**src/rtl/db_reg_bank_if.sv**
```systemverilog
// rtl/db_reg_bank_if.sv - DATA_BUS slave/master bus interface
interface DATA_BUS;
    logic        req;
    logic        we;
    logic [3:0]  be;
    logic [31:0] addr;
    logic [31:0] wdata;
    logic        gnt;
    logic        rvalid;
    logic [31:0] rdata;
    logic        err;
    logic [31:0] conf_base_addr;
    logic [31:0] conf_addr_mask;

    modport Master (
        output req, we, be, addr, wdata,
        input  gnt, rvalid, rdata, err, conf_base_addr, conf_addr_mask
    );

    modport Slave (
        input  req, we, be, addr, wdata,
        output gnt, rvalid, rdata, err, conf_base_addr, conf_addr_mask
    );
endinterface

```
**src/rtl/db_reg_bank.sv**
```systemverilog
// rtl/db_reg_bank.sv - DATA_BUS slave register bank with per-word access modes
module db_reg_bank #(
    parameter int                        N_WORDS   = 1,
    parameter logic [31:0]               base_addr = 32'h1 << $clog2(N_WORDS),
    parameter logic [31:0]               addr_mask = base_addr - 32'h1,
    parameter logic [N_WORDS-1:0][31:0]  REG_INIT  = '0,
    parameter logic [N_WORDS-1:0][1:0]   REG_MODE  = '0,
    parameter logic [N_WORDS-1:0]        IRQ_MASK  = '0
) (
    input  logic                        clk,
    input  logic                        rst,
    output logic [N_WORDS-1:0][31:0]    reg_data_o,
    input  logic [N_WORDS-1:0][31:0]    upd_data_i,
    input  logic [N_WORDS-1:0]          upd_valid_i,
    output logic [N_WORDS-1:0]          rd_strobe_o,
    output logic [N_WORDS-1:0]          wr_strobe_o,
    output logic [N_WORDS-1:0]          fresh_o,
    output logic [N_WORDS-1:0]          overrun_o,
    output logic                        irq_o,
    DATA_BUS.Slave                      dslv
);
    localparam logic [1:0] MODE_RW  = 2'd0;
    localparam logic [1:0] MODE_RO  = 2'd1;
    localparam logic [1:0] MODE_W1C = 2'd2;
    localparam logic [1:0] MODE_RC  = 2'd3;

    logic [N_WORDS-1:0][31:0] reg_q, reg_d;
    logic [N_WORDS-1:0]       fresh_q, fresh_d;
    logic [N_WORDS-1:0]       ovr_q, ovr_d;
    logic [N_WORDS-1:0]       rd_hit, wr_hit, wr_stb_d;
    logic [31:0]              local_addr, word_idx, bemask, wmask, rd_word;
    logic                     in_range, rd_acc, wr_acc;
    logic                     rvalid_q, err_q, irq_q;
    logic [31:0]              rdata_q;
    logic [N_WORDS-1:0]       rd_stb_q, wr_stb_q;

    assign dslv.gnt            = dslv.req;
    assign dslv.conf_base_addr = base_addr;
    assign dslv.conf_addr_mask = addr_mask;
    assign dslv.rvalid         = rvalid_q;
    assign dslv.rdata          = rdata_q;
    assign dslv.err            = err_q;
    assign reg_data_o          = reg_q;
    assign rd_strobe_o         = rd_stb_q;
    assign wr_strobe_o         = wr_stb_q;
    assign fresh_o             = fresh_q;
    assign overrun_o           = ovr_q;
    assign irq_o               = irq_q;

    always_comb begin
        local_addr = dslv.addr & addr_mask;
        word_idx   = local_addr >> 2;
        in_range   = (word_idx < 32'(N_WORDS));
        rd_acc     = dslv.req & ~dslv.we & in_range;
        wr_acc     = dslv.req &  dslv.we & in_range;
        bemask     = {{8{dslv.be[3]}}, {8{dslv.be[2]}}, {8{dslv.be[1]}}, {8{dslv.be[0]}}};
        wmask      = dslv.wdata & bemask;
        rd_word    = '0;
        rd_hit     = '0;
        wr_hit     = '0;
        for (int k = 0; k < N_WORDS; k++) begin
            if (word_idx == 32'(k)) begin
                rd_word   = reg_q[k];
                rd_hit[k] = rd_acc;
                wr_hit[k] = wr_acc;
            end
        end
    end

    // Peripheral updates take priority over bus writes, except W1C where both merge bitwise.
    always_comb begin
        reg_d    = reg_q;
        fresh_d  = fresh_q;
        ovr_d    = ovr_q;
        wr_stb_d = '0;
        for (int k = 0; k < N_WORDS; k++) begin
            case (REG_MODE[k])
                MODE_RW, MODE_RC: begin
                    if (upd_valid_i[k]) begin
                        reg_d[k] = upd_data_i[k];
                    end else if (wr_hit[k]) begin
                        reg_d[k]    = (reg_q[k] & ~bemask) | (dslv.wdata & bemask);
                        wr_stb_d[k] = 1'b1;
                    end else if (rd_hit[k] && (REG_MODE[k] == MODE_RC)) begin
                        reg_d[k] = '0;
                    end
                end
                MODE_RO: begin
                    if (upd_valid_i[k]) begin
                        reg_d[k] = upd_data_i[k];
                    end
                end
                MODE_W1C: begin
                    reg_d[k] = (reg_q[k] & ~(wr_hit[k] ? wmask : 32'h0))
                             | (upd_valid_i[k] ? upd_data_i[k] : 32'h0);
                    wr_stb_d[k] = wr_hit[k];
                end
                default: reg_d[k] = reg_q[k];
            endcase
            if (upd_valid_i[k]) begin
                fresh_d[k] = 1'b1;
            end else if (rd_hit[k]) begin
                fresh_d[k] = 1'b0;
            end
            ovr_d[k] = (ovr_q[k] & ~wr_hit[k]) | (upd_valid_i[k] & fresh_q[k]);
        end
    end

    always_ff @(posedge clk) begin
        if (rst) begin
            reg_q    <= REG_INIT;
            fresh_q  <= '0;
            ovr_q    <= '0;
            rvalid_q <= 1'b0;
            err_q    <= 1'b0;
            rdata_q  <= '0;
            rd_stb_q <= '0;
            wr_stb_q <= '0;
            irq_q    <= 1'b0;
        end else begin
            reg_q    <= reg_d;
            fresh_q  <= fresh_d;
            ovr_q    <= ovr_d;
            rvalid_q <= dslv.req;
            err_q    <= dslv.req & ~in_range;
            rdata_q  <= rd_acc ? rd_word : 32'h0;
            rd_stb_q <= rd_hit;
            wr_stb_q <= wr_stb_d;
            irq_q    <= |(fresh_q & IRQ_MASK);
        end
    end
endmodule

```
**src/flat_wrapper.sv**
```systemverilog
// flat-port wrapper written by rule: the top's interface ports become plain ports
module db_reg_bank_flat 
#(
    parameter int                        N_WORDS   = 1,
    parameter logic [31:0]               base_addr = 32'h1 << $clog2(N_WORDS),
    parameter logic [31:0]               addr_mask = base_addr - 32'h1,
    parameter logic [N_WORDS-1:0][31:0]  REG_INIT  = '0,
    parameter logic [N_WORDS-1:0][1:0]   REG_MODE  = '0,
    parameter logic [N_WORDS-1:0]        IRQ_MASK  = '0
)
  (clk, rst, reg_data_o, upd_data_i, upd_valid_i, rd_strobe_o, wr_strobe_o, fresh_o, overrun_o, irq_o, dslv_req, dslv_we, dslv_be, dslv_addr, dslv_wdata, dslv_gnt, dslv_rvalid, dslv_rdata, dslv_err, dslv_conf_base_addr, dslv_conf_addr_mask);
  DATA_BUS dslv_i ();
  input  logic clk;
  input  logic rst;
  output logic [N_WORDS-1:0][31:0] reg_data_o;
  input  logic [N_WORDS-1:0][31:0] upd_data_i;
  input  logic [N_WORDS-1:0] upd_valid_i;
  output logic [N_WORDS-1:0] rd_strobe_o;
  output logic [N_WORDS-1:0] wr_strobe_o;
  output logic [N_WORDS-1:0] fresh_o;
  output logic [N_WORDS-1:0] overrun_o;
  output logic irq_o;
  input wire logic [$bits(dslv_i.req)-1:0] dslv_req;
  input wire logic [$bits(dslv_i.we)-1:0] dslv_we;
  input wire logic [$bits(dslv_i.be)-1:0] dslv_be;
  input wire logic [$bits(dslv_i.addr)-1:0] dslv_addr;
  input wire logic [$bits(dslv_i.wdata)-1:0] dslv_wdata;
  output wire logic [$bits(dslv_i.gnt)-1:0] dslv_gnt;
  output wire logic [$bits(dslv_i.rvalid)-1:0] dslv_rvalid;
  output wire logic [$bits(dslv_i.rdata)-1:0] dslv_rdata;
  output wire logic [$bits(dslv_i.err)-1:0] dslv_err;
  output wire logic [$bits(dslv_i.conf_base_addr)-1:0] dslv_conf_base_addr;
  output wire logic [$bits(dslv_i.conf_addr_mask)-1:0] dslv_conf_addr_mask;
  assign dslv_i.req = dslv_req;
  assign dslv_i.we = dslv_we;
  assign dslv_i.be = dslv_be;
  assign dslv_i.addr = dslv_addr;
  assign dslv_i.wdata = dslv_wdata;
  assign dslv_gnt = dslv_i.gnt;
  assign dslv_rvalid = dslv_i.rvalid;
  assign dslv_rdata = dslv_i.rdata;
  assign dslv_err = dslv_i.err;
  assign dslv_conf_base_addr = dslv_i.conf_base_addr;
  assign dslv_conf_addr_mask = dslv_i.conf_addr_mask;
  db_reg_bank #(.N_WORDS(N_WORDS), .base_addr(base_addr), .addr_mask(addr_mask), .REG_INIT(REG_INIT), .REG_MODE(REG_MODE), .IRQ_MASK(IRQ_MASK)) u_core (.clk(clk), .rst(rst), .reg_data_o(reg_data_o), .upd_data_i(upd_data_i), .upd_valid_i(upd_valid_i), .rd_strobe_o(rd_strobe_o), .wr_strobe_o(wr_strobe_o), .fresh_o(fresh_o), .overrun_o(overrun_o), .irq_o(irq_o), .dslv(dslv_i));
endmodule
```
**config.mk**
```make
export PLATFORM = sky130hd
export DESIGN_NAME = db_reg_bank_flat
export DESIGN_NICKNAME = d
export VERILOG_FILES = /design/src/rtl/db_reg_bank_if.sv /design/src/rtl/db_reg_bank.sv /design/src/flat_wrapper.sv
export SDC_FILE = /design/constraint.sdc
export NUM_CORES = 1
export LEC_CHECK = 0
export ABC_AREA = 1
export CAP_MARGIN = 10
export CORE_MARGIN = 10
export CORE_UTILIZATION = 32
export DETAILED_ROUTE_END_ITERATION = 7
export PLACE_DENSITY = 0.78
export SETUP_SLACK_MARGIN = 0.2
export SLEW_MARGIN = 20
export SYNTH_ARGS = -nofsm -noshare
export SYNTH_HDL_FRONTEND = slang
export SYNTH_SLANG_ARGS = --single-unit
```
**constraint.sdc**
```tcl
create_clock -name clk -period 1.1 [get_ports clk]
set_clock_uncertainty 0.2 [all_clocks]
set_input_delay 0.22 -clock clk [delete_from_list [all_inputs] [get_ports clk]]
set_output_delay 0.22 -clock clk [all_outputs]
set_load 0.005 [all_outputs]
```
==> results by group <==
Outcome
  – Status: complete, but fails checks
  – Failing checks: negative setup slack

Clocking
  – Hold_buf cts: 0
  – Root Buffer: clkbuf_8
  – Clock buffer depth: 2
  – Clock latency on the worst-skew pair: 0.35 ns
  – # clock sinks: 69
  – H-tree depth: 3
  – Clk slew on worst S/H paths: 0.08 ns
  – CTS tree: yes
  – CTS buffer count: 9

Critical path
  – Top delay family on crit path: flip-flops
  – Worst setup SP type: flop
  – Slowest Stage Delay on Critical Path: 0.36 ns
  – Worst path buffer plus inverter count: 1
  – Reg2reg path depth: 6
  – Crit-path cells: buf_6
  – Worst Path Arrival: 0.81 ns
  – Slowest CP cell: dfxtp_2
  – Worst setup EP type: output pin
  – Worst-path fanout max: 2
  – Required time worst endpoint: 0.68 ns
  – CP Class: reg -> out
  – CP Launch Point: u_core.fresh_o
  – Crit path depth: 1

Worst hold path
  – Hold path startpoint: upd_valid_i
  – Hold WC Path Type: in -> reg
  – Hold depth: 3

Cells and area
  – Area Overhead vs Synth: 81.6%
  – ANT cells: 0
  – Core Util, Final: 59.6%
  – Final nets: between 700 and 800
  – Filler instances: 877
  – Layout cells sized above 1: 46.0%
  – Post-route cell area: 6150 um2

Drt
  – Antenna Nets Post-Route: 0
  – Post-Route M1 WL: 5350 um
  – Met3 WL post-DR: 953 um
  – Post-DR wirelength/cell: 16.5 um
  – DRT Wirelength: between 10000 and 15000 um
  – DR WL met2: about 6600 um
  – Drt drc: 0
  – TritonRoute pass-1 iters: 4
  – DR vias/cell: approximately 4.4
  – Drt initial violations: 148
  – Vias post-DR: roughly 3500
  – Top routing layer in use: met4

STA
  – Max Slew Vio Count: 0
  – Minimum clock period: around 1.2 ns
  – Worst hold margin: 0.141 ns
  – Max Clk Rate: 810 MHz
  – Final worst setup slack: -0.135 ns
  – RSZ-0062 raised after global routing: true
  – Setup TNS: -7.22 ns
  – Setup-failing EPs final: 72
  – Crit share post-route: 112%
  – Final Hold Viols: 0

Synth
  – Mean Syn Cell Area: 7.09 um2
  – Synth warnings: 0
  – EDFF count, synth: 0
  – Top post-synthesis cells by area: dfxtp_1 (41%), buf_4 (16%), nand2_1 (11%), nor2_1 (11%), nand3_1 (10%)
  – Post-synthesis sequential area ratio: 40.8%
  – Yosys cell types: 19
  – Mapped Cells: about 480
  – Top-count cell post-synth: nand2_1
  – Yosys reg bits: 69
  – Top post-synthesis cells by count: nand2_1 (101), nor2_1 (95), buf_4 (71)
  – Async SR Flop Fraction: 0%
  – Mapped Area: ~3400 um2
  – Post-synth top area cell: dfxtp_1
  – Predominant post-synthesis flop cell: dfxtp_1
  – Area share of the largest cell type after synthesis: 40.8%

GRT
  – First-pass GRT wire length: 19500 um
  – Vias in the first global route: 3912
  – Antenna violations before repair: 0
  – GRT Total Usage: 16.4%
  – Largest net degree at the start of global routing: 23
  – Gr ovfl total: 0

Pwr
  – LEAKAGE: around 2.9 nW
  – PwrDens: 1130 nW/um2
  – Worst IR Drop VDD: roughly 0.00066 V

Die
  – Top Ports: 241
  – Die span in x: 123 um
  – Die height: roughly 120 um
  – Total core area: 10300 um2
  – Initial Util: around a third
  – Die footprint: 15100 um2
  – Cell row count: 37

Job
  – Max-cap viol count: 0

Placed design
  – IO buf count: roughly 140
  – GP Congestion: 0.869
  – Placed cell area: 4890 um2
  – Hpwl dp: 8660 um
[worst paths after layout]
check / endpoint / slack, ns
hold reg to reg: u_core.dslv.rdata[3] / 0.26
hold / removal: u_core.wr_strobe_o / 0.14
setup reg to reg: flop / 0
setup / recovery: fresh_o / -0.13
[timing repair]
item                                    CTS  global route
resized for setup                       503            86
endpoints found under the setup margin  139           138
buffers inserted                         13             7
cloned                                    4             0
pin swaps                                76            28
[metrics by stage]
stage / setup WS, ns / total power, W / cells
floorplan: -0.0253 / 0.00350 / 542
global placement: -0.738 / 0.00404 / 759
detailed placement: -0.743 / 0.00406 / 759
CTS: -0.132 / 0.00677 / 792
global route: -0.159 / 0.00730 / 799
finish: -0.135 / 0.00696 / 799
[power breakdown]
part	internal [W]	leakage [nW]	switching [W]	total (W)
Sequential	0.00265	0.582	0.0000858	0.00274
Combinational	0.000926	2.19	0.000910	0.00184
Clock	0.00133	0.112	0.00104	0.00238
Total	0.00491	2.88	0.00204	0.00696
[routing by layer]
| layer | up-vias | track usage, % |
|---|---|---|
| met5 | - | 0 |
| met4 | 0 | 7.22 |
| met3 | 20 | 4.91 |
| met2 | 167 | 27.5 |
| met1 | 1635 | 18.9 |
| li1 | 1686 | - |
[final cells by class]
| cell class | count | area [um2] | area share [%] |
|---|---|---|---|
| Tap cell | 136 | 170 | 2.77 |
| Clock buffer | 10 | 138 | 2.24 |
| Sequential cell | 69 | 1440 | 23.4 |
| Multi-Input combinational cell | 344 | 2100 | 34.2 |
| Clock inverter | 6 | 86.3 | 1.40 |
| Timing Repair Buffer | 193 | 2030 | 33.0 |
| Inverter | 41 | 184 | 2.99 |
[cell usage in the layout, fill, tap and decap left out, types with 2 or more instances in the layout]
cell type and n:
nand3_1 45, inv_2 3, dfxtp_1 23, buf_2 26
nor2_2 14, nand2_2 6, buf_6 62, dfxtp_2 46
nand3_4 2, buf_4 18, clkbuf_8 10, nand2_1 94
inv_1 33, a21oi_2 2, conb_1 66, inv_4 2
buf_16 4, bufinv_16 2, nand2_4 3, nand2_8 6
buf_12 11, clkdlybuf4s15_2 3, clkdlybuf4s50_1 64, nand3_2 21
buf_8 3, nor2_1 31, clkinv_2 2, clkinv_4 2
nor2_4 52
[cells by family (layout without fill, tap and decap cells)]
kind of cell	count (synthesis)	count (layout)	synth area share, %
buffers and inverters	129	250	24.2
AO/OA/AOI/OAI	3	3	0.443
AND/OR/NAND/NOR	275	275	34.4
flip-flops	69	69	40.8
other	2	66	0.222
Note: power is estimated with default switching activity, not from simulation.
